**config.mk**
```make
export PLATFORM = sky130hd
export DESIGN_NAME = cvxif_copro_responder
export DESIGN_NICKNAME = d
export VERILOG_FILES = /design/src/rtl/cvxif_copro_responder.sv
export SDC_FILE = /design/constraint.sdc
export NUM_CORES = 2
export LEC_CHECK = 0
export BUFFER_PORTS_ARGS = -buffer_cell sky130_fd_sc_hd__buf_2
export CORE_ASPECT_RATIO = 0.7
export CORE_MARGIN = 2
export CORE_UTILIZATION = 45
export DETAILED_ROUTE_END_ITERATION = 16
export PLACE_DENSITY = 0.59
export SYNTH_ARGS = -nofsm -noshare
export SYNTH_HDL_FRONTEND = slang
export SYNTH_SLANG_ARGS = --single-unit
```
**constraint.sdc**
```tcl
create_clock -name clk_i -period 11 [get_ports clk_i]
set_input_delay 0.55 -clock clk_i [delete_from_list [all_inputs] [get_ports clk_i]]
set_output_delay 0.55 -clock clk_i [all_outputs]
set_load 0.005 [all_outputs]
```
**src/rtl/cvxif_copro_responder.sv**
```systemverilog
// CV-X-IF responder for the example coprocessor: decodes custom-3 ADD/NOP/MUL,
// executes them and returns results in order through a small result FIFO.
module cvxif_copro_responder #(
   parameter int XLEN        = 32,
   parameter int X_ID_WIDTH  = 4,
   parameter int HART_W      = 1,
   parameter int RES_DEPTH   = 4,
   parameter int MUL_LATENCY = 3
) (
   input  logic                  clk_i,
   input  logic                  rst_i,
   input  logic                  issue_valid_i,
   output logic                  issue_ready_o,
   input  logic [31:0]           issue_instr_i,
   input  logic [HART_W-1:0]     issue_hartid_i,
   input  logic [X_ID_WIDTH-1:0] issue_id_i,
   input  logic [XLEN-1:0]       issue_rs1_i,
   input  logic [XLEN-1:0]       issue_rs2_i,
   output logic                  issue_accept_o,
   output logic                  issue_writeback_o,
   output logic                  result_valid_o,
   input  logic                  result_ready_i,
   output logic [HART_W-1:0]     result_hartid_o,
   output logic [X_ID_WIDTH-1:0] result_id_o,
   output logic [4:0]            result_rd_o,
   output logic                  result_we_o,
   output logic [XLEN-1:0]       result_data_o
);

   localparam logic [6:0] OPC_CUSTOM3 = 7'b1111011;
   localparam int PTR_W = (RES_DEPTH > 1) ? $clog2(RES_DEPTH) : 1;
   localparam int CNT_W = PTR_W + 1;
   localparam int LAT_W = $clog2(MUL_LATENCY + 1);

   typedef struct packed {
      logic [HART_W-1:0]     hartid;
      logic [X_ID_WIDTH-1:0] id;
      logic [4:0]            rd;
      logic                  we;
      logic [XLEN-1:0]       data;
   } res_t;

   typedef enum logic {IDLE, BUSY} state_t;

   state_t state_q, state_d;

   logic             dec_valid, dec_mul, dec_we;
   logic [2:0]       funct3;
   logic             issue_hs;
   logic [XLEN-1:0]  add_sum;
   logic             unused_instr_bits;

   logic [XLEN-1:0]       mul_a, mul_b;
   logic [HART_W-1:0]     mul_hartid;
   logic [X_ID_WIDTH-1:0] mul_id;
   logic [4:0]            mul_rd;
   logic [XLEN-1:0]       mul_prod;
   logic [LAT_W-1:0]      cnt_q;
   logic                  mul_start;

   res_t             fifo_mem [RES_DEPTH];
   logic [PTR_W-1:0] wr_ptr, rd_ptr;
   logic [CNT_W-1:0] count;
   logic             push, pop, res_show;
   res_t             push_entry, head;

   // ---------------------------------------------------------------- decode
   assign funct3            = issue_instr_i[14:12];
   assign unused_instr_bits = ^issue_instr_i[24:15];

   always_comb begin
      dec_valid = 1'b0;
      dec_mul   = 1'b0;
      dec_we    = 1'b0;
      if (issue_instr_i[6:0] == OPC_CUSTOM3 && issue_instr_i[31:25] == 7'd0) begin
         case (funct3)
            3'b000: begin dec_valid = 1'b1; dec_we = 1'b1; end
            3'b001: begin dec_valid = 1'b1; end
            3'b010: begin dec_valid = 1'b1; dec_we = 1'b1; dec_mul = 1'b1; end
            default: ;
         endcase
      end
   end

   assign issue_accept_o    = dec_valid;
   assign issue_writeback_o = dec_we;

   // Reset gates ready combinationally so nothing is taken in the reset cycle.
   assign issue_ready_o = !rst_i && (state_q == IDLE) && (count < CNT_W'(RES_DEPTH));
   assign issue_hs      = issue_valid_i && issue_ready_o;
   assign add_sum       = issue_rs1_i + issue_rs2_i;
   assign mul_prod      = mul_a * mul_b;

   // ------------------------------------------------------------ exec FSM
   always_comb begin
      state_d    = state_q;
      push       = 1'b0;
      mul_start  = 1'b0;
      push_entry = '0;
      case (state_q)
         IDLE: begin
            if (issue_hs && dec_valid) begin
               if (dec_mul) begin
                  mul_start = 1'b1;
                  state_d   = BUSY;
               end else begin
                  push              = 1'b1;
                  push_entry.hartid = issue_hartid_i;
                  push_entry.id     = issue_id_i;
                  push_entry.rd     = issue_instr_i[11:7];
                  push_entry.we     = dec_we;
                  push_entry.data   = dec_we ? add_sum : '0;
               end
            end
         end
         BUSY: begin
            if (cnt_q == LAT_W'(1)) begin
               push              = 1'b1;
               push_entry.hartid = mul_hartid;
               push_entry.id     = mul_id;
               push_entry.rd     = mul_rd;
               push_entry.we     = 1'b1;
               push_entry.data   = mul_prod;
               state_d           = IDLE;
            end
         end
         default: state_d = IDLE;
      endcase
   end

   always_ff @(posedge clk_i) begin
      if (rst_i) begin
         state_q    <= IDLE;
         cnt_q      <= '0;
         mul_a      <= '0;
         mul_b      <= '0;
         mul_hartid <= '0;
         mul_id     <= '0;
         mul_rd     <= '0;
      end else begin
         state_q <= state_d;
         if (mul_start) begin
            cnt_q      <= LAT_W'(MUL_LATENCY - 1);
            mul_a      <= issue_rs1_i;
            mul_b      <= issue_rs2_i;
            mul_hartid <= issue_hartid_i;
            mul_id     <= issue_id_i;
            mul_rd     <= issue_instr_i[11:7];
         end else if (state_q == BUSY) begin
            cnt_q <= cnt_q - LAT_W'(1);
         end
      end
   end

   // ---------------------------------------------------------- result FIFO
   // The MUL accept already required a free slot and nothing else pushes while
   // BUSY, so the completion push can never overflow.
   assign res_show       = !rst_i && (count != '0);
   assign pop            = res_show && result_ready_i;
   assign head           = res_show ? fifo_mem[rd_ptr] : '0;
   assign result_valid_o  = res_show;
   assign result_hartid_o = head.hartid;
   assign result_id_o     = head.id;
   assign result_rd_o     = head.rd;
   assign result_we_o     = head.we;
   assign result_data_o   = head.data;

   always_ff @(posedge clk_i) begin
      if (push) fifo_mem[wr_ptr] <= push_entry;
   end

   always_ff @(posedge clk_i) begin
      if (rst_i) begin
         wr_ptr <= '0;
         rd_ptr <= '0;
         count  <= '0;
      end else begin
         if (push) wr_ptr <= wr_ptr + PTR_W'(1);
         if (pop)  rd_ptr <= rd_ptr + PTR_W'(1);
         case ({push, pop})
            2'b10:   count <= count + CNT_W'(1);
            2'b01:   count <= count - CNT_W'(1);
            default: count <= count;
         endcase
      end
   end

endmodule

```
; ---- Word-level counts from Yosys, hierarchy flattened
; Memory sizes are Yosys's and may differ from the RTL's. A register that Yosys moved wholly into a read port is not among the register bits.
; Cells that the tools add are included.
[word_totals]
reg_bits = 84
ram_bits = 172
input_bits = 105
out_inout_bits = 47
wordCells = 71
n_memories = 1
[classes]
n_addsub = 6
mul = 1
magnitude_cmp = 1
n_eq_ne = 6
mux = 28
n_bitwise = 1
n_reduce_logical = 16
[memory_table]
columns = name, words, width, rd, rd_clocked_by_memory_dff, wr, line_no
row1 = fifo_mem, 4, 43, 1, 1, 1, 61  ; res_t fifo_mem [RES_DEPTH];
[ops]
columns = cell, n
row1 = 2-to-1 mux 43 bit, 4
row2 = case mux 43 bit (2 select lines), 1
row3 = adder 32 bit, 1
row4 = multiplier 32 x 32 -> 32 bit, 1
row5 = 2-to-1 mux 32 bit, 1
row6 = 2-to-1 mux 1 bit, 15
row7 = 2-to-1 mux 2 bit, 4
row8 = equality test 7 bit (second input constant), 1
row9 = logical AND 1 bit, 7
row10 = zero test 7 bit, 1
row11 = case mux 3 bit (2 select lines), 1
row12 = adder 2 x 1 -> 2 bit (second input constant), 2
row13 = equality test 2 x 1 -> 1 bit (second input constant), 2
row14 = case mux 1 bit (2 select lines), 2
row15 = nonzero test 2 bit, 2
row16 = OR reduction 2 bit, 2
row17 = adder 3 x 1 -> 3 bit (second input constant), 1
row18 = equality test 3 x 1 -> 1 bit (second input constant), 1
row19 = equality test 3 x 2 -> 1 bit (second input constant), 1
row20 = zero test 3 bit, 1
row21 = less-than comparator 3 bit (second input constant), 1
row22 = nonzero test 3 bit, 1
row23 = OR reduction 3 bit, 1
row24 = subtractor 3 x 1 -> 3 bit (second input constant), 1
row25 = other kinds (4), 4

; ---- Depth between registers and ports, before layout
[depth]
word_depth = 9
mapped_depth = 27
depth_no_buf = 25

; ---- Worst setup path after synthesis
; No wires, ideal clock.
[synth_timing]
kind = flip-flop to flip-flop
start = register mul_b[4]
end = memory fifo_mem[0][30] (netlist name) (data pin)
setup_time_ns = 0.286
arrival_ns = 6.604
required_ns = 10.714
path_slack_ns = 4.110
path_stages_with_launch = 26
path_buffers = 2
synth_period_minus_slack_ns = 6.890
path_cell_list = dfxtp_1 > clkbuf_1 > clkbuf_1 > and2_1 > fa_1 > inv_1 > fa_1 > fa_1 > fa_1 > inv_1 > fa_1 > inv_1 > fa_1 > inv_1 > fa_1 > fa_1 > ha_1 > a21o_1 > a21o_1 > a221oi_1 > o21ai_1 > nor2_1 > o31ai_1 > o22ai_1 > xor2_1 > o22ai_1
[synth_rtl]
columns = item, line_no
row1 = "start, declared", 53  ; logic [XLEN-1:0] mul_a, mul_b;
row2 = "start signal, assigned", 145  ; mul_b <= issue_rs2_i;
row3 = "end, declared", 61

==> results.md <==
| Metric | This run |
|---|---|
| Result of the run | finished, final reports clean |
| Main flop type after synthesis | edfxtp_1 |
| Crit path capture type | register |
| Number of CTS-inserted buffers | 23 |
| Maximum net fanout on the critical path | 18 |
| Count of final setup violators | 0 |
| Antenna violations before repair | 2 |
| Detailed router's first-iteration violation count | 1480 |
| Total routing resource utilization after global routing | 24.7% |
| Peak supply drop | 119 µV |
| Via count of the first global-routing pass | 20.0k |
| Number of standard-cell rows in the floorplan | 75 |
| CP required | 11260 ps |
| Effective utilization at floorplan | 45.5% |
| Number of levels the H-tree was split into | 1 |
| Clock network power share | 43.0% |
| Maximum frequency from static timing analysis | 124 MHz |
| Crit-path slowest cell | dfxtp_1 |
| Post-cts sizing count | 0 |
| Max-capacitance violation count | 0 |
| Number of vias per cell | 5.36 |
| Detailed-router iteration count before antenna repair | 7 |
| Slowest cell delay on critical path | 970 ps |
| Synth Instances | 2701 |
| Worst slew pin tran | 1080 ps |
| Final weighted congestion in routability-driven placement | 0.927 |
| TritonCTS clock tree | built |
| Tcrit/Tclk final | 73.1% |
| Die Wd | 298 µm |
| Combinational cell fraction of total power | 7.4% |
| Synthesized netlist net count | 3376 |
| Cts-stage hold buffer count | 0 |
| Count of buffers from port buffering | 141 |
| Post-DR wirelength/cell | 20.9 µm |
| Insertion delay of the later-clocked pin in the worst-skew pair | 550 ps |
| DRC viols | 0 |
| Hold violation total from the final report | 0 |
| Global route overflow | 0 |
| Path type of the worst setup path | register to register |
| Internal power | 1.58 mW |
| Max Slew Vio Count | 0 |
| Post-detailed-placement half-perimeter wirelength | 57200 µm |
| Area added between synthesis and finish | 8.64% |
| Clock Tree Buf Depth | 3 |
| Proportion of power drawn by flip-flops and latches | 49.6% |
| Sum of negative setup slack | 0 ps |
| Largest clock skew in the final design | 21.2 ps |
| Net switching power of the design | 476 µW |
| Placeable Area | 0.0599 mm² |
| Total power divided by cell area | 69.6 mW/mm² |
| Routed via count | 19.3k |
| Net switching fraction of the power | 23.1% |
| Number of warnings printed during yosys synthesis | 0 |
| Cell variety after synth | 61 |
| Post-Syn Area per Cell | 10.1 µm² |
| Die H | 210 µm |
| Ordered cell list for the critical path | and2_1, fa_1, inv_1, fa_1, fa_1, fa_1, inv_1, fa_1, inv_1, fa_1, inv_1, fa_1, fa_1, ha_1, a21o_1, a21o_1, a221oi_1, o21ai_1, nor2_1, o21bai_1, a21oi_1, xor2_1, o22ai_1 |
| Combined area of all synthesized cells | 0.0272 mm² |
| RSZ-0062 raised after global routing | false |
| Total die area | 0.0626 mm² |
| Wire length of the first global-routing pass | 118000 µm |
| Clk sinks | 258 |
| Number of placed cells counting well taps | 3549 |
| Share of synthesized area occupied by flip-flops and latches | 25.3% |
| Layout Cells excl Fill | 3593 |
| Number of enable flip-flop cells after synthesis | 172 |
| Final antenna-violating net count | 0 |
| Final critical path time including I/O delays and setup | 8040 ps |
| Number of placed I/O pins | 152 |
| Fraction of registers with async set/reset | 0% |
| Detailed-route wire length | 75000 µm |
| Total setup buffers inserted after CTS | 0 |
| Data arrival time at the worst-slack endpoint | 8300 ps |
| Leakage power | 13.1 nW |
| Clock-pin slew on the worst setup and hold paths | 70 ps |
| Number of flip-flops and latches in the synthesized netlist | 258 |
| Most used cell along the critical path | fa_1 |
| Startpoint type of the worst setup path | register |
| Relative slew margins | 28.1% |
| Fraction of layout instances using a drive strength above 1 | 9.99% |
| Cell at the root of the clock tree | clkbuf_16 |
| Total number of nets in the final design | 3441 |
| Maximum number of pins on one net before global-route repair | 88 |
| Hold Crit Class | input pin to register |
[synth_stat cells (7+ instances only)]
| master | count | area [µm²] |
|---|---|---|
| a211oi_1 | 10 | 75.1 |
| a21o_1 | 22 | 165 |
| a21oi_1 | 123 | 616 |
| a22o_1 | 12 | 105 |
| and2_1 | 333 | 2080 |
| buf_1 | 8 | 30.0 |
| clkbuf_1 | 132 | 495 |
| dfxtp_1 | 86 | 1720 |
| edfxtp_1 | 172 | 5160 |
| fa_1 | 410 | 8210 |
| ha_1 | 160 | 2000 |
| inv_1 | 410 | 1540 |
| mux4_2 | 43 | 968 |
| nand2_1 | 418 | 1570 |
| nand2b_1 | 8 | 50.1 |
| nand3_1 | 13 | 65.1 |
| nor2_1 | 50 | 188 |
| nor2b_1 | 9 | 56.3 |
| nor3_1 | 14 | 70.1 |
| o21a_1 | 8 | 60.1 |
| o21ai_0 | 20 | 100 |
| o21ai_1 | 12 | 60.1 |
| o21bai_1 | 7 | 52.6 |
| o22ai_1 | 27 | 169 |
| o31ai_1 | 7 | 52.6 |
| xnor2_1 | 83 | 727 |
| xor2_1 | 32 | 280 |
[cell usage in the layout, fill, tap and decap left out, drive strengths merged, types with 10 or more instances in the layout]
cell type / count
nand3: 13
nor2: 50
a21o: 22
edfxtp: 172
dfxtp: 86
o21ai: 33
xor2: 32
a21oi: 124
inv: 412
a211oi: 11
a22o: 12
nand2: 418
and2: 333
clkbuf: 30
ha: 160
buf: 183
nor3: 14
nor2b: 10
fa: 410
xnor2: 83
o22ai: 27
mux4: 43
[critical path: cells and delay by family, from the launching register on]
kind / cells / cell delay, ps
compound gates: 7 / 1340
fa+ha+maj: 9 / 4150
buf+inv: 4 / 240
flops: 1 / 970
simple gates: 2 / 710
xor+xnor: 1 / 360
[stage by stage]
stage	area, µm²	hold slack, ps	total power [mW]	utilization [%]	setup WS, ps
floorplan	27200	432	1.13	-	4110
global placement	28800	438	1.19	48.1	3190
detailed placement	28800	444	1.19	48.1	3120
CTS	29600	229	2.07	49.4	3080
global route	29600	241	2.12	49.4	2640
finish	29600	254	2.06	49.4	2960
[power groups by stage]
stage | Sequential, mW | Combinational, mW | Clock (mW)
2_1_floorplan | 1.04 | 0.0875 | 0
3_3_place_gp | 1.04 | 0.144 | 0
3_5_place_dp | 1.04 | 0.147 | 0
4_1_cts | 1.02 | 0.148 | 0.901
5_1_grt | 1.02 | 0.163 | 0.939
6_report | 1.02 | 0.152 | 0.886
[cell families after synthesis]
group	count (synthesis)	share of synthesized area [%]
buffers and inverters	553	7.63
flip-flops	258	25.3
AND/OR/NAND/NOR	880	15.9
adder cells (fa/ha/maj)	570	37.5
XOR/XNOR	115	3.70
AO/OA/AOI/OAI	280	6.40
multiplexers	45	3.63
[layout make-up]
type / instances / area [µm²]
diodes: 2 / 5.00
clock buffers: 30 / 632
clock inverters: 12 / 178
fillers: 5593 / 30300
inverters: 410 / 1540
multi-input cells: 1890 / 18300
flip-flops and latches: 258 / 6890
well taps: 808 / 1010
repair buffers: 183 / 1020
[metal layers]
layer | share of wire, % | up-vias | GRT usage, %
met5 | 0 | - | 0
met4 | 1.8 | 0 | 4.47
met3 | 7.2 | 74 | 3.40
met2 | 44 | 665 | 37.3
met1 | 47 | 9853 | 38.2
li1 | - | 8665 | -
[final timing paths]
kind,start,endpoint,slack (ps),cells past startpoint
max,mul_a[15],fifo_mem[2][24],2960,23
min,issue_id_i[2],mul_id[2],250,3
max reg2reg,mul_a[15],fifo_mem[2][24],2960,23
min reg2reg,mul_id[1],mul_id[1],450,2
[sequential cells by signal, summed over array words and instances (netlist names), named ones only]
register and cells:
rd_ptr 2, wr_ptr 2, mul_b 32, state_q 1, mul_hartid 1, count 3
mul_a 32, mul_rd 5, fifo_mem 172, cnt_q 2, mul_id 4
(Power assumes the default switching activity.)
